--- config.mk ---
export PLATFORM = sky130hd
export DESIGN_NAME = slot_scan_decoder
export DESIGN_NICKNAME = d
export VERILOG_FILES = /design/src/rtl/slot_scan_decoder.sv
export SDC_FILE = /design/constraint.sdc
export NUM_CORES = 1
export LEC_CHECK = 0
export ABC_AREA = 1
export CAP_MARGIN = 20
export CORE_MARGIN = 2
export CORE_UTILIZATION = 39
export DETAILED_ROUTE_END_ITERATION = 10
export GPL_ROUTABILITY_DRIVEN = 0
export GPL_TIMING_DRIVEN = 0
export PLACE_DENSITY = 0.83
export SETUP_SLACK_MARGIN = 0.05
export SYNTH_ARGS = -nofsm -noshare
export SYNTH_HDL_FRONTEND = slang
export SYNTH_SLANG_ARGS = --single-unit
--- constraint.sdc ---
create_clock -name clk -period 1.4 [get_ports clk]
set_input_delay 0.35 -clock clk [delete_from_list [all_inputs] [get_ports clk]]
set_output_delay 0.35 -clock clk [all_outputs]
set_load 0.03 [all_outputs]
--- src/rtl/slot_scan_decoder.sv ---
// ============================================================================
//  Module   : slot_scan_decoder
//  Brief    : Registered one-hot slot select with direct and frame-scan modes.
//  Revision : 1.0 - initial release
// ============================================================================
`default_nettype none

module slot_scan_decoder #(
    parameter int SEL_W      = 3,
    parameter bit ACTIVE_LOW = 1'b1
) (
    input  logic                  clk,
    input  logic                  nRESET,
    input  logic                  mode,
    input  logic                  enable,
    input  logic [SEL_W-1:0]      sel_in,
    input  logic                  load,
    input  logic                  step,
    input  logic [SEL_W-1:0]      slot_last,
    output logic [(2**SEL_W)-1:0] out,
    output logic [SEL_W-1:0]      slot,
    output logic                  wrap,
    output logic                  valid
);

    localparam int             c_N        = 2**SEL_W;
    localparam logic [c_N-1:0] c_INACTIVE = {c_N{ACTIVE_LOW}};
    localparam logic [c_N-1:0] c_BIT0     = {{(c_N-1){1'b0}}, 1'b1};

    logic [SEL_W-1:0] r_cnt;
    logic [c_N-1:0]   r_out;
    logic             r_wrap;
    logic             r_valid;

    logic [SEL_W-1:0] w_cnt_next;
    logic             w_wrap_next;
    logic [SEL_W-1:0] w_sel;
    logic [c_N-1:0]   w_dec;

    // Load beats step; >= catches a counter sitting above a lowered frame end.
    always_comb begin
        w_cnt_next  = r_cnt;
        w_wrap_next = 1'b0;
        if (enable && mode) begin
            if (load) begin
                w_cnt_next = sel_in;
            end else if (step) begin
                if (r_cnt >= slot_last) begin
                    w_cnt_next  = '0;
                    w_wrap_next = 1'b1;
                end else begin
                    w_cnt_next = r_cnt + SEL_W'(1);
                end
            end
        end
    end

    assign w_sel = mode ? w_cnt_next : sel_in;
    assign w_dec = c_INACTIVE ^ (c_BIT0 << w_sel);

    always_ff @(posedge clk or negedge nRESET) begin
        if (!nRESET) begin
            r_cnt   <= '0;
            r_out   <= c_INACTIVE;
            r_wrap  <= 1'b0;
            r_valid <= 1'b0;
        end else begin
            r_cnt  <= w_cnt_next;
            r_wrap <= w_wrap_next;
            if (enable) begin
                r_out   <= w_dec;
                r_valid <= 1'b1;
            end else begin
                r_out   <= c_INACTIVE;
                r_valid <= 1'b0;
            end
        end
    end

    assign out   = r_out;
    assign slot  = r_cnt;
    assign wrap  = r_wrap;
    assign valid = r_valid;

endmodule

`default_nettype wire

Word level (Yosys, flattened, before mapping)
Index checks and enable logic that the tools add are counted.
W data, S select, Z words.
{ "classes": {"n_addsub": 1, "mul": 0, "n_div": 0, "magnitude_cmp": 1, "eq_ne": 0, "n_shift": 1, "mux": 11, "bitwise": 1, "reduce_logical": 1} }
{ "ops": {"columns": ["operator", "count"], "rows": [
  ["$mux W3", 5],
  ["$mux W8", 1],
  ["$not A8 Y8", 1],
  ["$shl A1 B3 Y8 const A", 1],
  ["$mux W1", 5],
  ["$add A3 B1 Y3 const B", 1],
  ["$ge A3 B3 Y1", 1],
  ["$logic_and A1 B1 Y1", 1]
]} }
{ "totals": {"reg_bits": 13, "latchBits": 0, "mem_bits_rw": 0, "rom_bits": 0, "output_inout_bits": 13, "memories": 0} }

Depth between registers and ports, before layout
Gate-level depths: netlist (run 1).
{ "depth": {"ltp_word": 9, "mapped_depth": 13, "mapped_depth_nobuf": 13} }

Worst setup path before layout (run 1)
No wires, ideal clock.
{ "synth_path": {"path_type": "flip-flop to flip-flop", "startpoint": "reg r_cnt[0], in the netlist slot[0]", "endpoint": "reg r_out[0], in the netlist out[0]", "arrival_time_ns": 1.572, "required_ns": 1.312, "path_slack_ns": -0.260, "path_stages_with_launch": 12, "period_less_slack_ns": 1.660, "cell_sequence": "dfrtp_1 -> inv_1 -> ha_1 -> inv_1 -> nand2_1 -> nand2_1 -> nand2_1 -> nand2_1 -> nand2_1 -> nand3_2 -> a21oi_2 -> nand3_1"} }
{ "synth_via": {"elab_chain_len": 9, "elab_cells_between_ends": 10, "cone_classes": "add/sub (1); order compare (1); shift (1); mux (6); bitwise (1)"} }
{ "synth_lines": {"columns": ["item", "line", "rtl"], "rows": [
  ["from (decl)", "30", "logic [SEL_W-1:0] r_cnt;"],
  ["from (signal assigned)", "68", "r_cnt <= w_cnt_next;"],
  ["$add A3 B1 Y3 or $ge A3 B3 Y1 (tied branches)", "52, 48", null],
  ["$mux W3", "48", "if (r_cnt >= slot_last) begin"],
  ["$mux W3", "47", "end else if (step) begin"],
  ["$mux W3", "45", "if (load) begin"],
  ["$mux W3 *", "44", "if (enable && mode) begin"],
  ["$mux W3 *", "58", "assign w_sel = mode ? w_cnt_next : sel_in;"],
  ["$shl A1 B3 Y8 *", "59", "assign w_dec = c_INACTIVE ^ (c_BIT0 << w_sel);"],
  ["$not A8 Y8 (no line) *", null, null],
  ["$mux W8 *", "70", "if (enable) begin"],
  ["to (signal assigned)", "64", "r_out <= c_INACTIVE;"],
  ["to (signal assigned)", "71", "r_out <= w_dec;"],
  ["to (signal assigned)", "74", "r_out <= c_INACTIVE;"],
  ["to (decl)", "31", "logic [c_N-1:0] r_out;"]
]} }
Every way passes the cells marked *; elsewhere a longest branch is shown, timed or not.

Worst setup path in the final report (run 1)
{ "layout_path": {"startpoint": "reg r_cnt[1], in the netlist slot[1]", "endpoint": "reg r_out[1], in the netlist out[1]"} }
Same word-level chain as after synthesis.

==> impl_metrics.csv, run 1 <==
group,metric,value,unit
outcome,outcome,"finished with violations",
outcome,violations,"negative setup slack",
sta,finClkSkew,0.00441,ns
floorplanning,die_width,47.5,um
yosys,netlist_area,738,um2
drt,drc,0,
sta,timing.final.ws_setup,-0.253,ns
clock_network,ctsHoldBuffers,0,
drt,viasPerCell,5.01,
yosys,synthFlopType,"dfstp_2",
clock_network,clock_path_buffers,2,
yosys,ys_top_cells_by_area,"dfstp_2 (28%), dfrtp_1 (17%), nand2_1 (16%)",
layout,diodes,0,
drt,drtIter0Drc,12,
floorplanning,start_util,0.423,
critical_path,critPathRequiredTime,1.61,ns
critical_path,crit_fanout,4,
place,dp_slack,-0.644,ns
critical_path,start_kind,"register",
grt,grt_pass1_wl,3150,um
drt,dr.pass1.iters,4,
clock_network,cts_buffers,3,
yosys,synth_top_area_frac,0.285,
yosys,synth_seq_cells,13,
critical_path,arrival,1.86,ns
clock_network,cts_tree,"done",
min_path,hold_start,"enable",
drt,num_vias,797,
critical_path,path_class,"reg2reg",
drt,antenna_left,0,
yosys,synth_common_cells,"nand2_1 (32), inv_1 (12), nand3_1 (11)",
pwr,p_leak,0.619,nW
yosys,synth_area_per_cell,8.11,um2
floorplanning,die_area,2260,um2
job,maxCapViolCount,0,
critical_path,reg2reg_slack,-0.25,ns
floorplanning,die_h,47.5,um
pwr,p_sw_frac,0.366,
sta,rsz0062_at_grt,"true",
pwr,seqPwrFrac,0.335,
clock_network,cts.htree.levels,1,
yosys,synth.most_common_cell,"nand2_1",
critical_path,r2r_cells,10,
sta,relSlewSlack,0.630,
grt,grt_util_all_layers,0.204,
place,port_buffers,23,
sta,fin_crit_sh,1.18,
clock_network,clk_pin_slew,0.08,ns
yosys,async_reset_ff_frac,1.00,
min_path,hold_class,"in2reg",
drt,drt-total-wl,2350,um
grt,grt-ovfl-total,0,
sta,post-route-min-period,1.65,ns
min_path,hold_depth,1,
clock_network,clk_latency,0.28,ns
sta,finalSetupViolCount,13,
floorplanning,pin_count,25,
place,hpwl,1200,um
yosys,synth-edff-count,0,
floorplanning,std_cell_rows,15,
grt,antenna_found_initial,0,
grt,grt_pass1_vias,770,
pwr,p_comb_frac,0.485,
sta,finalMaxSlewViolations,0,
pwr,ir_drop,0.717,mV
pwr,power.density,985,nW/um2
clock_network,clock_tree.root_cell,"clkbuf_4",
critical_path,timing.rr.start,"slot[1]",
yosys,syn_nets,107,
yosys,yosysSeqAreaShare,0.454,
pwr,clockPowerShare,0.180,
grt,grt_start_max_net_pins,14,
yosys,ys_warn_count,0,
drt,avgRoutedWirePerCell,14.8,um
pwr,p_sw,0.000478,W
critical_path,startpoint,"slot[1]",
floorplanning,core_area,1750,um2
layout,area_delta_synth_final,79.3,%
layout,drive_gt1_frac,0.657,
layout,nNetsFinal,151,
sta,timing.fmax,0.605,GHz
clock_network,clkSinkCount,13,
pwr,p_int,0.000827,W
sta,hold_viol,0,
sta,tightest_slew,0.553,ns
sta,fin_setup_tns,-2.22,ns
critical_path,end_kind,"register",
yosys,synthCells,91,
yosys,netlist-cell-type-count,18,
yosys,yosysTopAreaCell,"dfstp_2",
==> final timing paths <==
kind                            to
max reg2reg                 out[1]
min in group asynchronous  slot[1]
min reg2reg                slot[2]
max                         out[1]
min                          valid
max in group asynchronous  slot[2]
==> flip-flops by register name, summed over array words and instances (netlist names) <==
signal and cells:
wrap 1, slot 3, valid 1, out 8
==> layer usage <==
metal	up-vias	global-route usage	share of wire
met1	385	0.224	0.38
li1	370	-	-
met2	30	0.357	0.51
met5	-	0	0
met3	12	0.0604	0.055
met4	0	0.100	0.049
==> worst max-delay path, stage by stage (launching register included) <==
cell	delay (ns)
dfrtp_2	0.45
ha_4	0.29
nand2_2	0.05
inv_2	0.05
nand2_2	0.05
nand2_2	0.09
nand2_4	0.07
nand2_4	0.09
nand3_4	0.09
a21oi_4	0.24
nand3_2	0.10
==> cells by family after synthesis <==
group,Yosys count,share of synthesized area
DFF,13,0.454
buffers and inverters,14,0.0847
and+or+nand+nor,53,0.336
adders and majority gates,4,0.0678
AOI/OAI and AO/OA,7,0.0576
==> power by group through the flow <==
| stage | Sequential, W | Clock (W) | Combinational, W |
|---|---|---|---|
| floorplan | 0.000497 | 0 | 0.000159 |
| global placement | 0.000445 | 0 | 0.000328 |
| detailed placement | 0.000446 | 0 | 0.000341 |
| CTS | 0.000436 | 0.000232 | 0.000501 |
| global route | 0.000439 | 0.000254 | 0.000673 |
| finish | 0.000437 | 0.000235 | 0.000633 |
==> metrics by stage <==
step / utilization / hold slack (ns) / power (W) / area [um2] / instances
after floorplan: - / 0.0544 / 0.000656 / 754 / 91
after global placement: 0.582 / 0.587 / 0.000773 / 1020 / 139
after detailed placement: 0.582 / 0.592 / 0.000787 / 1020 / 139
after CTS: 0.698 / 0.440 / 0.00117 / 1220 / 155
after global routing: 0.758 / 0.307 / 0.00137 / 1320 / 159
final: 0.758 / 0.315 / 0.00130 / 1320 / 159
==> placed cells by master, fill, tap and decap left out, drive strengths merged <==
cell and n:
dfrtp 5, ha 4, o21ai 1, nand3b 1, inv 13, dlygate4sd2 3
nor2 3, buf 28, nand3 12, clkdlybuf4s50 5, nand2 35, clkbuf 5
or2 2, a21oi 6, dfstp 8, clkdlybuf4s15 1, dlymetal6s2s 2
==> area by class of cell <==
class | count | area (um2)
multi-input combinational | 64 | 515
fill | 105 | 422
timing repair buffer | 39 | 349
sequential | 13 | 339
inverter | 13 | 51.3
tap | 25 | 31.3
clock buffer | 4 | 26.3
buffer | 1 | 11.3
==> repair_timing <==
| action | in CTS | in global routing |
|---|---|---|
| cloned | 0 | 0 |
| pin swaps | 13 | 19 |
| gates resized for setup | 93 | 33 |
| setup buffers | 12 | 4 |
| endpoints found under the setup margin | 24 | 21 |
Power figures use the tool's default switching activity.
==> inputs of run 2 (changes only) <==
--- a/config.mk
+++ b/config.mk
@@ -8,11 +8,12 @@
 export ABC_AREA = 1
 export CAP_MARGIN = 20
 export CORE_MARGIN = 2
-export CORE_UTILIZATION = 39
+export CORE_UTILIZATION = 53
 export DETAILED_ROUTE_END_ITERATION = 10
+export DONT_BUFFER_PORTS = 1
 export GPL_ROUTABILITY_DRIVEN = 0
 export GPL_TIMING_DRIVEN = 0
-export PLACE_DENSITY = 0.83
+export PLACE_DENSITY = 0.81
 export SETUP_SLACK_MARGIN = 0.05
 export SYNTH_ARGS = -nofsm -noshare
 export SYNTH_HDL_FRONTEND = slang
==> constraint.sdc (replaced) <==
create_clock -name clk -period 1.4 [get_ports clk]
set_input_delay 0.28 -clock clk [delete_from_list [all_inputs] [get_ports clk]]
set_output_delay 0.28 -clock clk [all_outputs]
set_load 0.02 [all_outputs]
==> run 2 against run 1 <==
  * Non-clock buffer count decreased by 34
  * Global-route usage increased by 3.1 points
  * Utilization down 3.1 points
  * Via count down 20%
  * Worst hold slack lost 0.29 ns
  * The run still ends with negative setup slack left
  * Design area fell by 28%
  * Largest power group is now sequential cells
  * Setup slack improved by 0.021 ns
  * Sequential share of layout area increased by 10 points
  * Count of clock-buffer cells in the layout unchanged
  * Critical endpoint is now out[4]
==> impl_metrics.csv, run 2 (synthesis results as in run 1) <==
group,metric,value,unit
drt,antenna_left,0,
drt,drt-total-wl,1680,um
place,port_buffers,0,
floorplanning,die_area,1710,um2
critical_path,critPathRequiredTime,1.60,ns
critical_path,start_kind,"register",
layout,nNetsFinal,117,
layout,fillers,93,
critical_path,slowest_delay,0.46,ns
clock_network,clock_path_buffers,2,
critical_path,timing.rr.start,"slot[0]",
layout,drive_gt1_frac,0.530,
clock_network,clk_pin_slew,0.08,ns
place,dpl_cell_area,802,um2
clock_network,clock_tree.root_cell,"clkbuf_4",
min_path,hold_class,"in2reg",
clock_network,cts_tree,"done",
floorplanning,pin_count,25,
drt,dr.pass1.iters,4,
drt,num_vias,637,
sta,post-route-min-period,1.63,ns
sta,finClkSkew,0.00186,ns
pwr,ir_drop,0.618,mV
drt,viasPerCell,5.54,
min_path,hold_depth,0,
sta,finalMaxSlewViolations,0,
sta,finalSetupViolCount,9,
floorplanning,die_width,41.3,um
layout,diodes,0,
floorplanning,start_util,0.567,
grt,grt_start_max_net_pins,14,
sta,fin_crit_sh,1.17,
clock_network,cts.htree.levels,1,
outcome,violations,"negative setup slack",
place,hpwl,1110,um
layout,mostFrequentLayoutCell,"nand2_1",
critical_path,reg2reg_slack,-0.23,ns
layout,multi_input_area,457,um2
clock_network,clk_latency,0.28,ns
layout,area_delta_synth_final,28.3,%
layout,final_cell_mix,"nand2_1 (22), nand2_2 (10), inv_1 (8), dfstp_2 (8), nand3_1 (7)",
critical_path,r2r_cells,13,
sta,tightest_slew,0.559,ns
drt,drc,0,
outcome,outcome,"finished with violations",
critical_path,r2r_end,"out[4]",
critical_path,arrival,1.83,ns
sta,relSlewSlack,0.626,
sta,hold_viol,0,
critical_path,path_class,"reg2reg",
critical_path,end_kind,"register",
critical_path,crit_fanout,4,
drt,drtIter0Drc,9,
sta,timing.final.ws_setup,-0.233,ns
grt,grt_util_all_layers,0.235,
floorplanning,core_area,1300,um2
grt,antenna_found_initial,0,
critical_path,path_cells,"inv_2 > ha_4 > inv_2 > nand2_1 > nand2_2 > nand2_2 > nand2_4 > nand2_1 > nand2_1 > nand2_1 > nand2_1 > nand2_2 > nand3_1",
sta,rsz0062_at_grt,"true",
clock_network,cts_buffers,3,
drt,avgRoutedWirePerCell,14.6,um
critical_path,critPathSlowestCell,"dfrtp_2",
pwr,p_leak,0.435,nW
pwr,power.density,1070,nW/um2
min_path,holdPathEnd,"valid",
grt,grt_pass1_wl,2530,um
floorplanning,std_cell_rows,13,
grt,grt-ovfl-total,0,
clock_network,clkSinkCount,13,
layout,seq_area,339,um2
layout,final_area,947,um2
critical_path,worst_path_most_repeated_cell,"nand2_1",
sta,fin_setup_tns,-1.88,ns
min_path,hold_start,"enable",
grt,grt_pass1_vias,586,
job,maxCapViolCount,0,
layout,largest_register_ffs,8,
sta,timing.fmax,0.613,GHz
floorplanning,die_h,41.3,um
==> run 2: cell types whose count changed in the layout (fill, tap and decap cells not counted), sizes merged <==
cell / delta
dlygate4sd3: +1
buf: -23
clkbuf: -1
clkdlybuf4s50: -5
dlymetal6s2s: -2
dlygate4sd2: -3
clkdlybuf4s15: -1
==> run 2: where the power goes <==
part	switching [W]	total [W]	internal (W)	leakage [nW]
combinational	0.000174	0.000301	0.000127	0.278
clock	0.000123	0.000233	0.000111	0.0150
sequential	0.0000660	0.000479	0.000413	0.142
total	0.000362	0.00101	0.000651	0.435
==> run 2: worst max-delay path: cells and delay by family (launching register included) <==
family | cells | cell delay, ns
DFF | 1 | 0.46
adders and majority gates | 1 | 0.26
and+or+nand+nor | 10 | 0.72
buffers and inverters | 2 | 0.09
==> run 2: metrics by stage <==
step / setup WS, ns / instances / power, W / utilization / hold WS [ns]
detailed placement: -0.243 / 106 / 0.000694 / 0.616 / -0.0153
CTS: -0.207 / 114 / 0.000967 / 0.683 / 0.0176
global route: -0.332 / 115 / 0.00107 / 0.728 / 0.00916
finish: -0.233 / 115 / 0.00101 / 0.728 / 0.0245
floorplan: -0.115 / 91 / 0.000655 / - / -0.0156
global placement: -0.224 / 106 / 0.000682 / 0.616 / -0.0154
==> run 2: layer usage <==
layer | track usage | vias up | share of wire
met5 | 0 | - | 0
met4 | 0.121 | 0 | 0.016
met3 | 0.0585 | 6 | 0.078
met2 | 0.391 | 24 | 0.51
met1 | 0.280 | 302 | 0.39
li1 | - | 305 | -
==> run 2: worst max-delay path by stage <==
| stage | startpoint | endpoint | slack [ns] |
|---|---|---|---|
| finish | slot[0] | out[4] | -0.23 |
| detailed placement | slot[0] | out[0] | -0.24 |
| global placement | slot[2] | out[0] | -0.22 |
| global route | slot[2] | out[3] | -0.33 |
| CTS | slot[2] | out[0] | -0.21 |
| floorplan | slot[2] | out[0] | -0.11 |
==> run 2: final cells by class <==
| type | instances | share of cell area |
|---|---|---|
| plain buffers | 1 | 0.0119 |
| flip-flops and latches | 13 | 0.358 |
| repair buffers | 5 | 0.0462 |
| multi-input cells | 64 | 0.482 |
| inverters | 13 | 0.0542 |
| clock buffers | 4 | 0.0277 |
| well taps | 15 | 0.0198 |
==> run 2: what timing repair did <==
action,in CTS,in global routing
hold endpoints to repair,13,0
hold buffers,1,0
pin swaps,5,4
endpoints found under the setup margin,10,11
gates resized for setup,7,16
setup buffers,3,1
==> inputs of run 3 (changes only) <==
--- a/config.mk
+++ b/config.mk
@@ -7,14 +7,14 @@
 export LEC_CHECK = 0
 export ABC_AREA = 1
 export CAP_MARGIN = 20
-export CORE_MARGIN = 2
 export CORE_UTILIZATION = 53
 export DETAILED_ROUTE_END_ITERATION = 10
 export DONT_BUFFER_PORTS = 1
 export GPL_ROUTABILITY_DRIVEN = 0
-export GPL_TIMING_DRIVEN = 0
+export GPL_TIMING_DRIVEN = 1
 export PLACE_DENSITY = 0.81
 export SETUP_SLACK_MARGIN = 0.05
+export SKIP_LAST_GASP = 1
 export SYNTH_ARGS = -nofsm -noshare
 export SYNTH_HDL_FRONTEND = slang
 export SYNTH_SLANG_ARGS = --single-unit
==> run 3 against run 2 <==
  * The run still ends with negative setup slack left
  * Highest routed layer unchanged
  * Non-clock buffer count rose by 5
  * First-iteration DRC count rose by 78%
  * Total power rose by 7.4%
  * Setup slack improved by 0.042 ns
  * Critical endpoint unchanged
  * Largest cell class unchanged
  * Sequential share of layout area fell by 2.6 points
==> impl_metrics.csv, run 3 (synthesis results as in run 1) <==
group,metric,value,unit
outcome,outcome,"finished with violations",
outcome,violations,"negative setup slack",
clock_network,clock_tree.root_cell,"clkbuf_4",
grt,grt_start_max_net_pins,14,
critical_path,r2r_cells,12,
layout,area_delta_synth_final,38.5,%
layout,largest_register_ffs,8,
place,dpl_cell_area,843,um2
critical_path,start_kind,"register",
drt,num_vias,696,
sta,fin_setup_tns,-1.45,ns
pwr,p_leak,0.462,nW
min_path,hold_depth,0,
layout,final_area,1020,um2
sta,finalSetupViolCount,9,
sta,finalMaxSlewViolations,0,
min_path,hold_start,"enable",
critical_path,timing.rr.start,"slot[1]",
drt,dr.pass1.iters,4,
critical_path,end_kind,"register",
clock_network,clkSinkCount,13,
job,maxCapViolCount,0,
critical_path,crit_fanout,4,
layout,post-route-util,0.786,
floorplanning,start_util,0.567,
floorplanning,std_cell_rows,13,
min_path,hold_class,"in2reg",
place,hpwl,1180,um
sta,hold_viol,0,
grt,grt_pass1_wl,2860,um
place,port_buffers,0,
sta,post-route-min-period,1.59,ns
layout,final_cell_mix,"nand2_1 (16), nand2_2 (15), inv_1 (8), dfstp_2 (8), buf_4 (8)",
place,dp_slack,-0.174,ns
clock_network,cts_buffers,3,
clock_network,cts.htree.levels,1,
sta,fin_crit_sh,1.14,
sta,rsz0062_at_grt,"true",
clock_network,clk_latency,0.28,ns
drt,drtIter0Drc,16,
critical_path,startpoint,"slot[1]",
grt,grt-ovfl-total,0,
floorplanning,core_area,1300,um2
critical_path,path_class,"reg2reg",
sta,timing.fmax,0.629,GHz
clock_network,clock_path_buffers,2,
drt,antenna_left,0,
place,dp.cells,112,
drt,avgRoutedWirePerCell,16.2,um
grt,antenna_found_initial,0,
grt,grt_util_all_layers,0.286,
grt,grt_pass1_vias,655,
floorplanning,die_width,39.3,um
layout,drive_gt1_frac,0.629,
sta,tightest_slew,0.559,ns
layout,fin_cells,120,
pwr,ir_drop,0.624,mV
layout,diodes,0,
clock_network,cts_tree,"done",
sta,relSlewSlack,0.626,
floorplanning,die_h,39.3,um
drt,drc,0,
sta,timing.final.ws_setup,-0.191,ns
floorplanning,die_area,1550,um2
pwr,power.density,1060,nW/um2
critical_path,critPathRequiredTime,1.60,ns
floorplanning,pin_count,25,
drt,drt-total-wl,1940,um
drt,viasPerCell,5.80,
clock_network,clk_pin_slew,0.08,ns
layout,mostFrequentLayoutCell,"nand2_1",
layout,nNetsFinal,122,
sta,finClkSkew,0.00152,ns
critical_path,arrival,1.79,ns
==> run 3: changes by cell type in the layout (fill, tap and decap cells not counted), moves of 2 or more <==
cell / delta
buf_4: +5
nand2_1: -6
nand2_2: +5
nand3_1: -3
nand3_2: +3
nor2_2: -2
==> run 3: final timing paths <==
| path | endpoint | slack [ns] |
|---|---|---|
| setup / recovery | out[4] | -0.19 |
| hold / removal | valid | 0.03 |
| setup reg to reg | out[4] | -0.19 |
| hold reg to reg | slot[2] | 0.78 |
| max in group asynchronous | slot[2] | 0.57 |
| min in group asynchronous | slot[1] | 0.43 |
==> run 3: repair_timing <==
action,CTS,global route
hold endpoints to repair,13,0
resized for setup,12,22
hold buffers,1,0
buffers inserted,3,3
pin swaps,9,13
setup endpoints to repair,9,11
==> run 3: cell type report <==
class | count | area, um2
clock buffer | 4 | 26.3
fill | 76 | 279
inverter | 13 | 51.3
multi-input combinational | 64 | 494
sequential | 13 | 339
tap | 15 | 18.8
timing repair buffer | 11 | 92.6
==> run 3: per-layer routing <==
layer	vias to the layer above	GRT usage	share of wire
met3	14	0.119	0.081
met2	36	0.442	0.47
met1	329	0.329	0.39
met5	-	0	0
li1	317	-	-
met4	0	0.164	0.060
==> run 3: report_power, final <==
part | internal, W | total [W] | switching [W]
Clock | 0.000111 | 0.000233 | 0.000122
Combinational | 0.000176 | 0.000402 | 0.000226
Sequential | 0.000414 | 0.000454 | 0.0000406
Total | 0.000700 | 0.00109 | 0.000388
==> run 3: worst max-delay path, stage by stage, from the launching register on <==
cell	delay (ns)
dfrtp_2	0.45
ha_4	0.29
nand2_2	0.04
inv_2	0.04
nand2_2	0.05
nand2_2	0.07
nand2_4	0.06
nand2_2	0.07
nand2_2	0.06
nand2_2	0.09
nand2_2	0.08
nand2_4	0.10
nand3_2	0.09
==> run 3: per-stage QoR <==
step,hold WS (ns),power (W)
6_report,0.0258,0.00109
5_1_grt,0.00940,0.00115
4_1_cts,0.0277,0.00102
3_5_place_dp,-0.0153,0.000742
3_3_place_gp,-0.0154,0.000726
2_1_floorplan,-0.0156,0.000655
